### src/rtl/sdram_port_arbiter_if.sv
// Level-handshake SDRAM word port: master issues req/write, slave answers ready/done.
interface sdram_port_arbiter_if #(
  parameter int ADDR_WIDTH = 22,
  parameter int DATA_WIDTH = 32
);
  logic [ADDR_WIDTH-1:0] addr;
  logic [DATA_WIDTH-1:0] wdata;
  logic [DATA_WIDTH-1:0] rdata;
  logic                  req;
  logic                  write;
  logic                  ready;
  logic                  done;

  modport master (output addr, wdata, req, write, input  rdata, ready, done);
  modport slave  (input  addr, wdata, req, write, output rdata, ready, done);
endinterface

### src/rtl/sdram_port_arbiter.sv
// Round-robin arbiter sharing one SDRAM controller port between CPU (m0), disk DMA (m1), debug (m2).
// Define SDRAM_ARB_TIMEOUT_EN to add the ISSUE/DRAIN watchdog and sticky arb_error.
module sdram_port_arbiter #(
  parameter int ADDR_WIDTH = 22,
  parameter int DATA_WIDTH = 32,
  parameter int TIMEOUT    = 1023
) (
  input  logic                 clk,
  input  logic                 reset,
  sdram_port_arbiter_if.slave  m0,
  sdram_port_arbiter_if.slave  m1,
  sdram_port_arbiter_if.slave  m2,
  sdram_port_arbiter_if.master sdram,
  output logic [1:0]           grant,
  output logic                 arb_error
);
  localparam int NSLOT = 4;  // slot 3 doubles as the "no owner" encoding and is tied off

  typedef enum logic [1:0] {S_IDLE, S_ISSUE, S_HOLD, S_DRAIN} state_t;

  logic [NSLOT-1:0]                 w_req, w_wr, w_pend;
  logic [NSLOT-1:0][ADDR_WIDTH-1:0] w_addr;
  logic [NSLOT-1:0][DATA_WIDTH-1:0] w_wdata;

  assign w_req   = {1'b0, m2.req, m1.req, m0.req};
  assign w_wr    = {1'b0, m2.write, m1.write, m0.write};
  assign w_pend  = w_req | w_wr;
  assign w_addr  = {{ADDR_WIDTH{1'b0}}, m2.addr, m1.addr, m0.addr};
  assign w_wdata = {{DATA_WIDTH{1'b0}}, m2.wdata, m1.wdata, m0.wdata};

  state_t                r_state;
  logic [1:0]            r_grant, r_last;
  logic                  r_op_rd, r_sreq, r_swr;
  logic [ADDR_WIDTH-1:0] r_addr;
  logic [DATA_WIDTH-1:0] r_wdata, r_rdata;
  logic [2:0]            r_ready, r_done;

  function automatic logic [1:0] nxt(input logic [1:0] i);
    return (i >= 2'd2) ? 2'd0 : i + 2'd1;
  endfunction

  // Search order starts just after the last owner, ending on the last owner itself.
  logic [1:0] w_c1, w_c2, w_sel;
  logic       w_any;
  assign w_c1 = nxt(r_last);
  assign w_c2 = nxt(w_c1);

  always_comb begin
    w_sel = r_last;
    w_any = 1'b1;
    if (w_pend[w_c1])        w_sel = w_c1;
    else if (w_pend[w_c2])   w_sel = w_c2;
    else if (w_pend[r_last]) w_sel = r_last;
    else                     w_any = 1'b0;
  end

  logic w_own_hold, w_resp, w_fire, w_drain_ok, w_tmo_hit;
  assign w_own_hold = r_op_rd ? w_req[r_grant] : w_wr[r_grant];
  assign w_resp     = r_op_rd ? sdram.ready : sdram.done;
  assign w_fire     = (r_sreq | r_swr) & w_resp;
  assign w_drain_ok = !sdram.ready && !sdram.done;

`ifdef SDRAM_ARB_TIMEOUT_EN
  localparam logic [9:0] TMO_LAST = 10'(TIMEOUT - 1);
  logic [9:0] r_tmo;
  logic       r_err;
  assign w_tmo_hit = (r_tmo == TMO_LAST);
  assign arb_error = r_err;

  // Counter restarts on every entry to ISSUE or DRAIN, since both are entered from non-counting states.
  always_ff @(posedge clk) begin
    if (reset) begin
      r_tmo <= '0;
      r_err <= 1'b0;
    end else begin
      if (r_state == S_ISSUE && !w_fire && w_tmo_hit) r_err <= 1'b1;
      if (r_state == S_ISSUE || r_state == S_DRAIN) r_tmo <= r_tmo + 10'd1;
      else                                          r_tmo <= '0;
    end
  end
`else
  assign w_tmo_hit = 1'b0;
  assign arb_error = 1'b0;
`endif

  always_ff @(posedge clk) begin
    if (reset) begin
      r_state <= S_IDLE;
      r_grant <= 2'd3;
      r_last  <= 2'd2;
      r_op_rd <= 1'b0;
      r_sreq  <= 1'b0;
      r_swr   <= 1'b0;
      r_addr  <= '0;
      r_wdata <= '0;
      r_rdata <= '0;
      r_ready <= '0;
      r_done  <= '0;
    end else begin
      case (r_state)
        S_IDLE: begin
          if (w_any) begin
            r_grant <= w_sel;
            r_op_rd <= w_req[w_sel];
            r_addr  <= w_addr[w_sel];
            r_wdata <= w_wdata[w_sel];
            r_state <= S_ISSUE;
          end
        end
        S_ISSUE: begin
          r_sreq <= r_op_rd;
          r_swr  <= !r_op_rd;
          if (w_fire || w_tmo_hit) begin
            if (r_op_rd) r_rdata <= w_fire ? sdram.rdata : '1;
            // An owner that already let go gets no completion strobe.
            if (w_own_hold) begin
              r_ready[r_grant] <= r_op_rd;
              r_done[r_grant]  <= !r_op_rd;
            end
            r_state <= S_HOLD;
          end
        end
        S_HOLD: begin
          if (!w_own_hold) begin
            r_ready <= '0;
            r_done  <= '0;
            r_sreq  <= 1'b0;
            r_swr   <= 1'b0;
            r_state <= S_DRAIN;
          end
        end
        S_DRAIN: begin
          if (w_drain_ok || w_tmo_hit) begin
            r_last  <= r_grant;
            r_grant <= 2'd3;
            r_state <= S_IDLE;
          end
        end
        default: r_state <= S_IDLE;
      endcase
    end
  end

  assign m0.rdata = r_rdata;
  assign m1.rdata = r_rdata;
  assign m2.rdata = r_rdata;
  assign m0.ready = r_ready[0];
  assign m1.ready = r_ready[1];
  assign m2.ready = r_ready[2];
  assign m0.done  = r_done[0];
  assign m1.done  = r_done[1];
  assign m2.done  = r_done[2];

  assign sdram.addr  = r_addr;
  assign sdram.wdata = r_wdata;
  assign sdram.req   = r_sreq;
  assign sdram.write = r_swr;
  assign grant       = r_grant;
endmodule

### src/flat_wrapper.sv
// flat-port wrapper written by rule: the top's interface ports become plain ports
module sdram_port_arbiter_flat 
#(
  parameter int ADDR_WIDTH = 22,
  parameter int DATA_WIDTH = 32,
  parameter int TIMEOUT    = 1023
)
  (clk, reset, grant, arb_error, m0_addr, m0_wdata, m0_req, m0_write, m0_rdata, m0_ready, m0_done, m1_addr, m1_wdata, m1_req, m1_write, m1_rdata, m1_ready, m1_done, m2_addr, m2_wdata, m2_req, m2_write, m2_rdata, m2_ready, m2_done, sdram_addr, sdram_wdata, sdram_req, sdram_write, sdram_rdata, sdram_ready, sdram_done);
  sdram_port_arbiter_if #(.ADDR_WIDTH(ADDR_WIDTH), .DATA_WIDTH(DATA_WIDTH)) m0_i ();
  sdram_port_arbiter_if #(.ADDR_WIDTH(ADDR_WIDTH), .DATA_WIDTH(DATA_WIDTH)) m1_i ();
  sdram_port_arbiter_if #(.ADDR_WIDTH(ADDR_WIDTH), .DATA_WIDTH(DATA_WIDTH)) m2_i ();
  sdram_port_arbiter_if #(.ADDR_WIDTH(ADDR_WIDTH), .DATA_WIDTH(DATA_WIDTH)) sdram_i ();
  input  logic clk;
  input  logic reset;
  output logic [1:0] grant;
  output logic arb_error;
  input wire logic [$bits(m0_i.addr)-1:0] m0_addr;
  input wire logic [$bits(m0_i.wdata)-1:0] m0_wdata;
  input wire logic [$bits(m0_i.req)-1:0] m0_req;
  input wire logic [$bits(m0_i.write)-1:0] m0_write;
  output wire logic [$bits(m0_i.rdata)-1:0] m0_rdata;
  output wire logic [$bits(m0_i.ready)-1:0] m0_ready;
  output wire logic [$bits(m0_i.done)-1:0] m0_done;
  input wire logic [$bits(m1_i.addr)-1:0] m1_addr;
  input wire logic [$bits(m1_i.wdata)-1:0] m1_wdata;
  input wire logic [$bits(m1_i.req)-1:0] m1_req;
  input wire logic [$bits(m1_i.write)-1:0] m1_write;
  output wire logic [$bits(m1_i.rdata)-1:0] m1_rdata;
  output wire logic [$bits(m1_i.ready)-1:0] m1_ready;
  output wire logic [$bits(m1_i.done)-1:0] m1_done;
  input wire logic [$bits(m2_i.addr)-1:0] m2_addr;
  input wire logic [$bits(m2_i.wdata)-1:0] m2_wdata;
  input wire logic [$bits(m2_i.req)-1:0] m2_req;
  input wire logic [$bits(m2_i.write)-1:0] m2_write;
  output wire logic [$bits(m2_i.rdata)-1:0] m2_rdata;
  output wire logic [$bits(m2_i.ready)-1:0] m2_ready;
  output wire logic [$bits(m2_i.done)-1:0] m2_done;
  output wire logic [$bits(sdram_i.addr)-1:0] sdram_addr;
  output wire logic [$bits(sdram_i.wdata)-1:0] sdram_wdata;
  output wire logic [$bits(sdram_i.req)-1:0] sdram_req;
  output wire logic [$bits(sdram_i.write)-1:0] sdram_write;
  input wire logic [$bits(sdram_i.rdata)-1:0] sdram_rdata;
  input wire logic [$bits(sdram_i.ready)-1:0] sdram_ready;
  input wire logic [$bits(sdram_i.done)-1:0] sdram_done;
  assign m0_i.addr = m0_addr;
  assign m0_i.wdata = m0_wdata;
  assign m0_i.req = m0_req;
  assign m0_i.write = m0_write;
  assign m0_rdata = m0_i.rdata;
  assign m0_ready = m0_i.ready;
  assign m0_done = m0_i.done;
  assign m1_i.addr = m1_addr;
  assign m1_i.wdata = m1_wdata;
  assign m1_i.req = m1_req;
  assign m1_i.write = m1_write;
  assign m1_rdata = m1_i.rdata;
  assign m1_ready = m1_i.ready;
  assign m1_done = m1_i.done;
  assign m2_i.addr = m2_addr;
  assign m2_i.wdata = m2_wdata;
  assign m2_i.req = m2_req;
  assign m2_i.write = m2_write;
  assign m2_rdata = m2_i.rdata;
  assign m2_ready = m2_i.ready;
  assign m2_done = m2_i.done;
  assign sdram_addr = sdram_i.addr;
  assign sdram_wdata = sdram_i.wdata;
  assign sdram_req = sdram_i.req;
  assign sdram_write = sdram_i.write;
  assign sdram_i.rdata = sdram_rdata;
  assign sdram_i.ready = sdram_ready;
  assign sdram_i.done = sdram_done;
  sdram_port_arbiter #(.ADDR_WIDTH(ADDR_WIDTH), .DATA_WIDTH(DATA_WIDTH), .TIMEOUT(TIMEOUT)) u_core (.clk(clk), .reset(reset), .m0(m0_i), .m1(m1_i), .m2(m2_i), .sdram(sdram_i), .grant(grant), .arb_error(arb_error));
endmodule
### config.mk
export PLATFORM = sky130hd
export DESIGN_NAME = sdram_port_arbiter_flat
export DESIGN_NICKNAME = d
export VERILOG_FILES = /design/src/rtl/sdram_port_arbiter_if.sv /design/src/rtl/sdram_port_arbiter.sv /design/src/flat_wrapper.sv
export SDC_FILE = /design/constraint.sdc
export NUM_CORES = 1
export LEC_CHECK = 0
export ABC_CLOCK_PERIOD_IN_PS = 2300
export BUFFER_PORTS_ARGS = -buffer_cell sky130_fd_sc_hd__buf_2
export CAP_MARGIN = 20
export CORE_AREA = 2 2 142 144
export CTS_CLUSTER_DIAMETER = 40
export DETAILED_ROUTE_END_ITERATION = 8
export DIE_AREA = 0 0 144 146
export GPL_TIMING_DRIVEN = 0
export PLACE_DENSITY = 0.66
export SYNTH_ARGS = -nofsm -noshare
export SYNTH_HDL_FRONTEND = slang
export SYNTH_SLANG_ARGS = --single-unit
export TNS_END_PERCENT = 50
### constraint.sdc
create_clock -name clk -period 2.3 [get_ports clk]
set_input_delay 0.46 -clock clk [delete_from_list [all_inputs] [get_ports clk]]
set_output_delay 0.46 -clock clk [all_outputs]
set_load 0.005 [all_outputs]
Yosys cells after proc, flatten, opt, wreduce, memory -nomap -nowiden
Cells that the tools add are included.

Register bits: 101. Input port bits: 204. Output and inout bits: 161.

Add/subtract/negate cells: 2. $lt $le $gt $ge: 8. Equality and inequality tests: 8. Muxes and demuxes: 47. Bitwise gates (word level): 3. Reductions and logical operators: 15.

Operators by type and width (count): $bmux W32 S2 (1); $bmux W22 S2 (1); $mux W32 (1); $mux W22 (1); $mux W2 (10); $lt A2 B3 Y1 const B (5); $mux W3 (5); $mux W1 (13); $bmux W1 S2 (6); $pmux W3 S2 (2); $ne A2 B1 Y1 const B (4); $pmux W2 S4 (1); $reduce_and A4 Y1 (2); $bwmux W3 (2); $reduce_and A2 Y1 (3); $reduce_and A3 Y1 (2); $add A2 B1 Y2 const B (2); $eq A2 B2 Y1 const B (2); $ge A2 B2 Y1 const B (2); $pmux W1 S2 (2); $pmux W2 S2 (1); $reduce_bool A2 Y1 (2); $logic_not A1 Y1 (3); $or A3 B3 Y3 (1); other kinds (8) (9).

Longest topological paths before layout
Gate-level depths: netlist (run 1).

Depth in word-level cells: 10. Depth in mapped cells: 8.

Worst setup path before layout (run 1)
Ideal clock, no wire load.

Path type: input to register. From: input m2_req. To: register u_core.r_state[1]. Setup time: 0.072 ns. Data arrival time: 1.989 ns. Data required time: 2.228 ns. Slack: 0.239 ns. Cell stages on the path: 5. Path through: buf_2 mux2_1 mux4_2 a2111oi_2 mux2i_1.

Cells in the longest elaborated chain, start to end: 8. Elaborated cells between the ends (all ways): 16. Those cells by class: eq/ne: 2; mux: 12; bitwise: 1; reduce/logical: 1.

Ends and longest elaborated chain: from (decl) (RTL line flat_wrapper.sv:33) `input wire logic [$bits(m2_i.req)-1:0] m2_req;`; $or A3 B3 Y3 (RTL line sdram_port_arbiter.sv:27) `assign w_pend = w_req | w_wr;`; $bmux W1 S2 (RTL line sdram_port_arbiter.sv:53) `else if (w_pend[r_last]) w_sel = r_last;`; $mux W1 (implied by the code) (RTL line sdram_port_arbiter.sv:53); $mux W1 (RTL line sdram_port_arbiter.sv:53); $mux W1 (RTL line sdram_port_arbiter.sv:52) `else if (w_pend[w_c2]) w_sel = w_c2;`; $mux W1 (RTL line sdram_port_arbiter.sv:51) `if (w_pend[w_c1]) w_sel = w_c1;`; $ne A2 B1 Y1 (no source line); $reduce_and A4 Y1 (no source line) (*); to (signal assigned) (RTL line sdram_port_arbiter.sv:88) `r_state <= S_IDLE;`; to (signal assigned) (RTL line sdram_port_arbiter.sv:107) `r_state <= S_ISSUE;`; to (signal assigned) (RTL line sdram_port_arbiter.sv:120) `r_state <= S_HOLD;`; to (decl) (RTL line sdram_port_arbiter.sv:31) `state_t r_state;`.

Mark *: on every way between the ends. The rest lies on a longest branch, timed or not. The select of a mux whose other input is x is not followed. A chain may end at the register's enable or synchronous reset.

Worst setup path in the final report (run 1)
From: input m0_write. To: register u_core.r_wdata[3] (netlist: u_core.sdram.wdata[3]).

Cells in the longest elaborated chain, start to end: 7. Elaborated cells between the ends (all ways): 15. Those cells by class: mux: 13; bitwise: 1; reduce/logical: 1.

Ends and longest elaborated chain: from (decl) (RTL line flat_wrapper.sv:20) `input wire logic [$bits(m0_i.write)-1:0] m0_write;`; $or A3 B3 Y3 (*) (RTL line sdram_port_arbiter.sv:27); $bmux W1 S2 (on tied branches) (RTL line sdram_port_arbiter.sv:52, sdram_port_arbiter.sv:53); $mux W1 (on tied branches) (RTL line sdram_port_arbiter.sv:52, sdram_port_arbiter.sv:53); $mux W2 / $mux W1 (equally long branches) (RTL line sdram_port_arbiter.sv:52, sdram_port_arbiter.sv:53); $mux W2 / $mux W1 (equally long branches) (RTL line sdram_port_arbiter.sv:51, sdram_port_arbiter.sv:52); $bmux W32 S2 / $mux W1 (equally long branches) (RTL line sdram_port_arbiter.sv:106, sdram_port_arbiter.sv:51); $mux W32 (implied by the code) / $reduce_and A2 Y1 (equally long branches); to (signal assigned) (RTL line sdram_port_arbiter.sv:106) `r_wdata <= w_wdata[w_sel];`; to (decl) (RTL line sdram_port_arbiter.sv:35) `logic [DATA_WIDTH-1:0] r_wdata, r_rdata;`.

Marks and branches as above.

==> metrics.md, run 1 <==
| Metric | Value |
|---|---|
| Outcome | `finished, final reports clean` |
| PD cells | `736 nW/um2` |
| GRT Util Overall | `22.2%` |
| Gate power share | `38.4%` |
| Clk buf depth | `2` |
| Post-Place Cell Area | `8120 um2` |
| IO buf count | `361` |
| RSZ-0062 raised after global routing | `no` |
| Worst-Skew Late Latency | `0.35 ns` |
| Post-synth ARST share | `0%` |
| Headroom to the max-slew limit | `48.3%` |
| Initial Util | `30.9%` |
| EDFF count, synth | `0` |
| WL final | `24700 um` |
| Worst Tran Pin Value | `0.769 ns` |
| Worst Setup Start Kind | `input pin` |
| Worst hold path class | `input pin to flop` |
| CTS Buf Count | `9` |
| Number of fill cells in the layout | `2042` |
| Pwr Total | `6210 uW` |
| Fin. Hold Viols | `0` |
| Period Utilization, post-route | `93.2%` |
| Worst hold margin | `0.349 ns` |
| Clk slew on worst S/H paths | `0.07 ns` |
| Kind of critical path | `input pin to flop` |
| GRT overflow | `0` |
| Clock Sinks | `101` |
| Post-synthesis compound-gate area fraction | `36.8%` |
| Synthesized area per cell | `7.79 um2` |
| Mapped Cells | `767` |
| Final count of pins violating max slew | `0` |
| Largest net degree at the start of global routing | `17` |
| Non-Filler Instances | `1410` |
| Fin nets | `1349` |
| Die ar. | `21000 um2` |
| Endpoint type of the worst setup path | `flop` |
| Crit path max fanout | `10` |
| CTS Hold Buffers Added | `0` |
| Mux contribution to synthesized area | `2.26%` |
| Most frequent cells in the layout | `365 x buf_2, 101 x dfxtp_1, 91 x a21oi_1` |
| DR WL/cell | `17.5 um` |
| Critical-path top delay cell | `or4_1` |
| Peak supply drop | `0.349 mV` |
| Ant. Diodes | `0` |
| Chip Width | `144 um` |
| Setup Skew | `0.0115 ns` |
| First-pass DRT Iterations | `4` |
| Simple-gate share of the synthesized area | `12.1%` |
| Sum of negative setup slack | `0 ns` |
| Number of H-tree levels | `3` |
| Switch share | `37.9%` |
| Post-synthesis sequential area ratio | `33.9%` |
| WP data required | `2.55 ns` |
| Die Span Y | `146 um` |
| Arrival time of the worst setup path | `2.39 ns` |
| Max Cap Viol | `0` |
| Main flop type after synthesis | `dfxtp_1` |
| CTS tree | `done` |
| Slowest Stage Delay on Critical Path | `0.57 ns` |
| Upper clock frequency limit | `0.467 GHz` |
| Commonest non-fill, non-tap cell in the layout | `buf_2` |
| FF+latch count, synth | `101` |
| Share of cells above drive strength 1 | `40.9%` |
| Top Ports | `365` |
| Synth warn | `0` |
| CP cell instances | `buf_2, or4_1, o21ai_2, clkbuf_1, nand3_1, o31ai_1` |
| DRC errors left | `0` |
| Gpl congestion | `0.863` |
| Internal power | `3850 uW` |
| Clock power share | `23.5%` |
| Synth Net Count | `976` |
| First-pass GRT wire length | `36700 um` |
| Min cycle time layout | `2.14 ns` |
| Core Area | `19300 um2` |
| NetSw | `2360 uW` |
| Cells after DPL | `1393` |
| Unique masters post-synth | `46` |
| Rows | `51` |
| Vias per cell | `5.17` |
| Finished Cell Area | `8440 um2` |
| Final setup fails | `0` |
| Via count | `7287` |
| P_leak | `0.00392 uW` |
| Post-synthesis adder-cell area fraction | `1.05%` |
| CTS Root Buffer Type | `clkbuf_16` |
| Synth Cell Area | `5970 um2` |
| Initial DRC count | `394` |
| Sequential share of power | `38.0%` |
| Main combinational cell family by area after synthesis | `compound AO/OA/AOI/OAI gates` |
| Initial antenna violation count | `1` |
| Synth-to-layout area growth | `41.4%` |
| Post-route ant nets | `0` |
| Post-synthesis xor/xnor area fraction | `0%` |
| Hpwl dp | `19000 um` |
| Vias in the first global route | `6937` |
-- registers in the layout, summed over array words and instances, names as in the netlist, 2 cells and up --
name,count
u_core.sdram.wdata,32
u_core.r_ready,3
u_core.grant,2
u_core.r_state,2
u_core.r_done,3
u_core.sdram.addr,22
u_core.m0.rdata,32
u_core.r_last,2
-- synthesized netlist by cell type, types with 3 or more instances --
library cell  instances  share of area, %
o21a_1                4              0.50
o31ai_1              54               6.8
nor3b_1               4              0.50
a2bb2oi_1            55               8.1
ha_1                  5               1.0
buf_4                65               8.2
dfxtp_1             101                34
clkbuf_1             65               4.1
o32ai_1               3              0.44
buf_2                 4              0.34
inv_1                 9              0.57
o22ai_1              56               5.9
or2_2                 4              0.42
o21ai_0              57               4.8
buf_1                 7              0.44
nand3_1              56               4.7
mux2i_1               9               1.5
nand2_1              69               4.3
nor2_1                8              0.50
nor2b_1               3              0.31
a21oi_1              91               7.6
o211ai_1              8               1.0
-- path summary, 6_finish.rpt --
kind | slack, ns | start | end | cells after the start
worst max-delay path | 0.16 | m0_write | u_core.sdram.wdata[3]$_SDFFE_PP0P_ | 6
worst min-delay path | 0.35 | sdram_rdata[11] | u_core.m0.rdata[11]$_SDFFE_PP0P_ | 3
worst max register to register | 0.17 | u_core.r_last[1]$_SDFFE_PP1P_ | u_core.sdram.wdata[3]$_SDFFE_PP0P_ | 8
worst min register to register | 0.46 | u_core.sdram.wdata[19]$_SDFFE_PP0P_ | u_core.sdram.wdata[19]$_SDFFE_PP0P_ | 2
-- metrics by stage --
stage / worst slack (ns) / util (%)
floorplan: 0.239 / -
CTS: -0.00359 / 43.5
global placement: -0.595 / 41.9
global route: 0.0201 / 43.7
finish: 0.157 / 43.7
detailed placement: -0.409 / 42.0
-- power groups by stage --
stage | Sequential [uW] | Clock (uW) | Combinational, uW
floorplan | 2380 | 0 | 1280
global route | 2410 | 1580 | 2610
finish | 2360 | 1460 | 2390
detailed placement | 2400 | 0 | 2320
CTS | 2360 | 1500 | 2340
global placement | 2390 | 0 | 2290
-- what timing repair did --
action	CTS	global route
pin swaps	0	1
gates resized for setup	9	8
buffers inserted	0	1
setup endpoints to repair	52	50
-- layer usage --
layer  track usage [%]  vias to the layer above  wire [um]
met5                 0                        -         13
met4              8.53                        2        664
met3              4.90                       37       2110
met2              40.0                      357      12600
met1              25.3                     3354       9330
li1                  -                     3537          -
-- worst max-delay path: cells and delay by family --
| family | cells | cell delay (ns) |
|---|---|---|
| AND/OR/NAND/NOR | 2 | 0.71 |
| buffers and inverters | 2 | 0.62 |
| AO/OA/AOI/OAI | 2 | 0.59 |
-- cells by family after synthesis --
| family | Yosys count |
|---|---|
| AOI/OAI and AO/OA | 340 |
| adders and majority gates | 5 |
| muxes | 12 |
| buffers and inverters | 152 |
| other | 1 |
| DFF | 101 |
| and+or+nand+nor | 156 |
-- area by class of cell --
cell class / instances / area, um2 / share of cell area [%]
timing repair buffer: 362 / 1830 / 21.6
tap: 265 / 332 / 3.93
buffer: 143 / 808 / 9.57
multi-input combinational: 514 / 3150 / 37.3
clock inverter: 5 / 36.3 / 0.430
inverter: 9 / 33.8 / 0.400
sequential: 101 / 2020 / 23.9
clock buffer: 11 / 233 / 2.76
Power figures use the tool's default switching activity.
==> inputs of run 2 (changes only) <==
- PLACE_DENSITY: 0.66 -> 0.67
==> run 2 against run 1 <==
  * Cell count barely moved
  * Wire length is 0.23% lower
  * Register-to-register slack got worse by 0.03 ns
  * Combinational power hardly changed
  * Clock power hardly changed
  * Non-clock buffer count increased by 1
  * Power is essentially flat
  * Sequential power hardly changed
  * Critical path type is now flop to flop
==> metrics.md, run 2 (same netlist as run 1, synthesis figures left out) <==
| Metric | Value |
|---|---|
| Reg2reg end | `u_core.sdram.wdata[7]$_SDFFE_PP0P_` |
| PD cells | `735 nW/um2` |
| Largest net degree at the start of global routing | `17` |
| Peak supply drop | `0.303 mV` |
| Outcome | `finished, final reports clean` |
| Worst r2r src | `u_core.r_last[1]$_SDFFE_PP1P_` |
| Met2 wire len | `12400 um` |
| Hold worst-path end | `u_core.m0.rdata[10]$_SDFFE_PP0P_` |
| Rows | `51` |
| Wire length on met3 | `1980 um` |
| Chip Width | `144 um` |
| Endpoint type of the worst setup path | `flop` |
| DR WL/cell | `17.5 um` |
| Worst hold path class | `input pin to flop` |
| First-pass GRT wire length | `36500 um` |
| Arrival time of the worst setup path | `2.40 ns` |
| Die ar. | `21000 um2` |
| Clk buf depth | `2` |
| Vias per cell | `5.17` |
| Period Utilization, post-route | `94.0%` |
| Synth-to-layout area growth | `41.6%` |
| Post-route ant nets | `0` |
| Depth of the worst register-to-register path | `7` |
| Initial DRC count | `350` |
| Die Span Y | `146 um` |
| WP data required | `2.54 ns` |
| Max layer used | `met5` |
| Worst Setup Start Kind | `flop` |
| Final count of pins violating max slew | `0` |
| Crit path max fanout | `10` |
| Non-Filler Instances | `1411` |
| Hpwl dp | `19400 um` |
| CTS Hold Buffers Added | `0` |
| Fin nets | `1350` |
| CTS Root Buffer Type | `clkbuf_16` |
| Clock Sinks | `101` |
| Worst Tran Pin Value | `0.779 ns` |
| GRT overflow | `0` |
| P_leak | `0.00394 uW` |
| Commonest non-fill, non-tap cell in the layout | `buf_2` |
| GRT Util Overall | `22.3%` |
| First-pass DRT Iterations | `5` |
| Share of cells above drive strength 1 | `41.2%` |
| Clk slew on worst S/H paths | `0.07 ns` |
| CTS Buf Count | `9` |
| Fin. Hold Viols | `0` |
| Core Area | `19300 um2` |
| Number of H-tree levels | `3` |
| Worst setup margin | `0.139 ns` |
| Min cycle time layout | `2.16 ns` |
| Max Cap Viol | `0` |
| Upper clock frequency limit | `0.463 GHz` |
| Initial antenna violation count | `2` |
| IO buf count | `361` |
| Pre-CTS setup slack | `-0.554 ns` |
| Most frequent cells in the layout | `365 x buf_2, 101 x dfxtp_1, 91 x a21oi_1` |
| CTS tree | `done` |
| Top Ports | `365` |
| Setup Skew | `0.00850 ns` |
| Final setup fails | `0` |
| DRC errors left | `0` |
| Worst-Skew Late Latency | `0.35 ns` |
| Gpl congestion | `0.846` |
| Min-delay src | `sdram_rdata[10]` |
| Initial Util | `30.9%` |
| WL met1 | `9280 um` |
| Kind of critical path | `flop to flop` |
| Vias in the first global route | `6919` |
| WL final | `24600 um` |
| Cells after DPL | `1395` |
| Reg-to-reg slack, setup | `0.14 ns` |
| RSZ-0062 raised after global routing | `no` |
| Worst hold path stage count | `3` |
| Via count | `7290` |
| Number of fill cells in the layout | `2025` |
| Headroom to the max-slew limit | `48.1%` |
==> run 2: how the worst max path moves through the flow <==
stage	start	end	slack, ns	cells after the start
after floorplan	m2_req	u_core.r_state[1]$_SDFFE_PP0P_	0.24	5
after global placement	m2_write	u_core.sdram.wdata[17]$_SDFFE_PP0P_	-0.88	6
after detailed placement	m2_write	u_core.sdram.wdata[18]$_SDFFE_PP0P_	-0.55	8
after CTS	u_core.r_state[0]$_SDFFE_PP0P_	u_core.sdram.addr[12]$_SDFFE_PP0P_	0.03	8
after global routing	m0_write	u_core.sdram.wdata[11]$_SDFFE_PP0P_	0.01	6
final	u_core.r_last[1]$_SDFFE_PP1P_	u_core.sdram.wdata[7]$_SDFFE_PP0P_	0.14	7
==> run 2: layout make-up <==
class | count | area (um2) | share of cell area (%)
diodes | 1 | 2.50 | 0.0296
clock inverters | 5 | 37.5 | 0.444
flip-flops and latches | 101 | 2020 | 23.9
clock buffers | 10 | 239 | 2.83
multi-input cells | 514 | 3150 | 37.2
repair buffers | 363 | 1830 | 21.6
plain buffers | 143 | 812 | 9.60
inverters | 9 | 33.8 | 0.400
well taps | 265 | 332 | 3.92
==> run 2: per-stage QoR <==
step | util, % | instance area, um2 | TNS, ns | total power (uW) | hold WS (ns)
floorplan | - | 5970 | 0 | 3660 | 0.462
global placement | 41.9 | 8110 | -43.54 | 4690 | 0.454
detailed placement | 42.1 | 8140 | -23.60 | 4730 | 0.458
CTS | 43.6 | 8440 | 0 | 6220 | 0.329
global route | 43.7 | 8450 | 0 | 6580 | 0.349
finish | 43.7 | 8450 | 0 | 6210 | 0.347
==> run 2: repair_timing <==
item                                    CTS  global route
setup buffers                             0             0
resized for setup                         9            15
endpoints found under the setup margin   57            43
==> run 2: metal layers <==
layer | vias up | global-route usage (%)
li1 | 3534 | -
met1 | 3278 | 25.2
met2 | 412 | 39.9
met3 | 64 | 3.95
met4 | 2 | 11.0
met5 | - | 0
==> run 2: critical path, cell delays in order, from the launching register on <==
cell and delay [ns]:
dfxtp_1 0.31, buf_2 0.19, nor3b_2 0.39, clkbuf_2 0.37, buf_1 0.37, a2bb2oi_1 0.12
o22ai_1 0.19, o31ai_1 0.10
==> run 2: report_power, final <==
part	internal (uW)	switching (uW)	total, uW
Sequential	2120	245	2360
Combinational	996	1370	2360
Clock	762	726	1490
Total	3870	2340	6210
==> inputs of run 3 (changes only) <==
- CTS_CLUSTER_SIZE: unset -> 40
- GPL_TIMING_DRIVEN: 0 -> unset
==> run 3 against run 2 <==
  * Combinational power rose by 2%
  * Final area down 5.0%
  * Maximum frequency rose by 3.6%
  * Clock-buffer cell count down 1
  * Critical path type unchanged
==> metrics.md, run 3 (same netlist as run 1, synthesis figures left out) <==
| Metric | Value |
|---|---|
| Internal power | `4030 uW` |
| Crit path max fanout | `27` |
| PD cells | `797 nW/um2` |
| WP data required | `2.55 ns` |
| Fin nets | `1236` |
| Crit path buf inv count | `1` |
| Ant. Diodes | `0` |
| Commonest non-fill, non-tap cell in the layout | `buf_2` |
| CTS Hold Buffers Added | `0` |
| Clock power share | `25.8%` |
| Worst hold path class | `input pin to flop` |
| Max Cap Viol | `0` |
| Endpoint type of the worst setup path | `flop` |
| Arrival time of the worst setup path | `2.34 ns` |
| Top Ports | `365` |
| Final setup fails | `0` |
| Clock Sinks | `101` |
| Sum of negative setup slack | `0 ns` |
| Die ar. | `21000 um2` |
| Core Area | `19300 um2` |
| CTS Buf Count | `9` |
| Non-Filler Instances | `1297` |
| Gpl congestion | `0.832` |
| Rows | `51` |
| Cells after DPL | `1281` |
| CP delay by family, top | `compound AO/OA/AOI/OAI gates` |
| Headroom to the max-slew limit | `35.9%` |
| CTS resizes | `0` |
| CTS tree | `done` |
| Clk slew on worst S/H paths | `0.09 ns` |
| Fin. Hold Viols | `0` |
| Initial antenna violation count | `1` |
| Final count of pins violating max slew | `0` |
| Switch share | `37.0%` |
| Total setup buffers inserted after CTS | `0` |
| Outcome | `finished, final reports clean` |
| Via count | `6946` |
| DRC errors left | `0` |
| GRT overflow | `0` |
| Hpwl dp | `16700 um` |
| Die Span Y | `146 um` |
| Post-route ant nets | `0` |
| Chip Width | `144 um` |
| First-pass DRT Iterations | `5` |
| Clk buf depth | `2` |
| Share of cells above drive strength 1 | `41.2%` |
| Initial Util | `30.9%` |
| NetSw | `2370 uW` |
| Synth-to-layout area growth | `34.5%` |
| Worst Tran Pin Value | `0.961 ns` |
| Most frequent cells in the layout | `363 x buf_2, 101 x dfxtp_1, 91 x a21oi_1` |
| Upper clock frequency limit | `0.480 GHz` |
| First-pass GRT wire length | `35300 um` |
| Period Utilization, post-route | `90.7%` |
| GRT Util Overall | `21.4%` |
| Initial DRC count | `337` |
| Critical-path top delay cell | `o22ai_4` |
| Pre-CTS setup slack | `0.0502 ns` |
| Worst Setup Start Kind | `flop` |
| RSZ-0062 raised after global routing | `no` |
| Min cycle time layout | `2.09 ns` |
| Largest net degree at the start of global routing | `59` |
| Peak supply drop | `0.376 mV` |
| DR WL/cell | `18.2 um` |
| Worst-Skew Late Latency | `0.36 ns` |
| Worst setup margin | `0.215 ns` |
| Sequential share of power | `36.5%` |
| CTS Root Buffer Type | `clkbuf_16` |
| CP cell instances | `nor3b_1, o22ai_4, buf_4, a21oi_1, o31ai_1` |
| WL final | `23600 um` |
| P_leak | `0.00364 uW` |
| Kind of critical path | `flop to flop` |
| Vias per cell | `5.36` |
| Gate power share | `37.7%` |
| Setup Skew | `0.0162 ns` |
| Number of H-tree levels | `3` |
| Slowest Stage Delay on Critical Path | `0.73 ns` |
| Vias in the first global route | `6513` |
| IO buf count | `363` |
-- run 3: cell count changes in the layout (fill, tap and decap cells not counted), sizes merged --
cell      delta
diode        -1
clkinv       -2
inv          +4
buf         -48
clkinvlp     -1
clkbuf      -67
bufinv       +1
-- run 3: power by group through the flow --
stage,Clock (uW),Sequential (uW),Combinational [uW]
global placement,0,2360,2390
detailed placement,0,2370,2420
global route,1760,2380,2660
floorplan,0,2380,1280
CTS,1700,2330,2430
finish,1650,2340,2410
-- run 3: stage by stage --
step | util, % | instance area (um2) | power, uW | hold WS [ns]
after floorplan | - | 5970 | 3660 | 0.462
after global placement | 39.9 | 7720 | 4750 | 0.451
after detailed placement | 39.9 | 7720 | 4790 | 0.456
after CTS | 41.5 | 8030 | 6460 | 0.319
after global routing | 41.5 | 8030 | 6800 | 0.323
final | 41.5 | 8030 | 6400 | 0.329
-- run 3: final cells by class --
type                            instances  area (um2)
Inverter                                9        33.8
Sequential cell                       101        2020
Tap cell                              265         332
Timing Repair Buffer                  392        2130
Clock inverter                          7        88.8
Fill cell                            2015       11300
Clock buffer                            9         225
Multi-Input combinational cell        514        3200
-- run 3: final timing paths --
path	from	endpoint	slack, ns	cells after the start
worst max-delay path	u_core.r_last[0]$_SDFFE_PP0P_	u_core.sdram.wdata[19]$_SDFFE_PP0P_	0.21	5
worst min-delay path	sdram_rdata[0]	u_core.m0.rdata[0]$_SDFFE_PP0P_	0.33	3
worst max register to register	u_core.r_last[0]$_SDFFE_PP0P_	u_core.sdram.wdata[19]$_SDFFE_PP0P_	0.21	5
worst min register to register	u_core.sdram.wdata[13]$_SDFFE_PP0P_	u_core.sdram.wdata[13]$_SDFFE_PP0P_	0.46	2
-- run 3: worst reg2reg max path: stages, from the launching register on --
cell and delay (ns):
dfxtp_1 0.39, nor3b_1 0.20, o22ai_4 0.73, buf_4 0.33, a21oi_1 0.09, o31ai_1 0.26
-- run 3: metal layers --
metal | track usage (%) | wire length, um | vias up
met2 | 39.5 | 12300 | 400
met3 | 4.84 | 1920 | 33
met1 | 23.7 | 8780 | 3199
met5 | 0 | 0 | -
met4 | 7.30 | 573 | 0
li1 | - | - | 3314
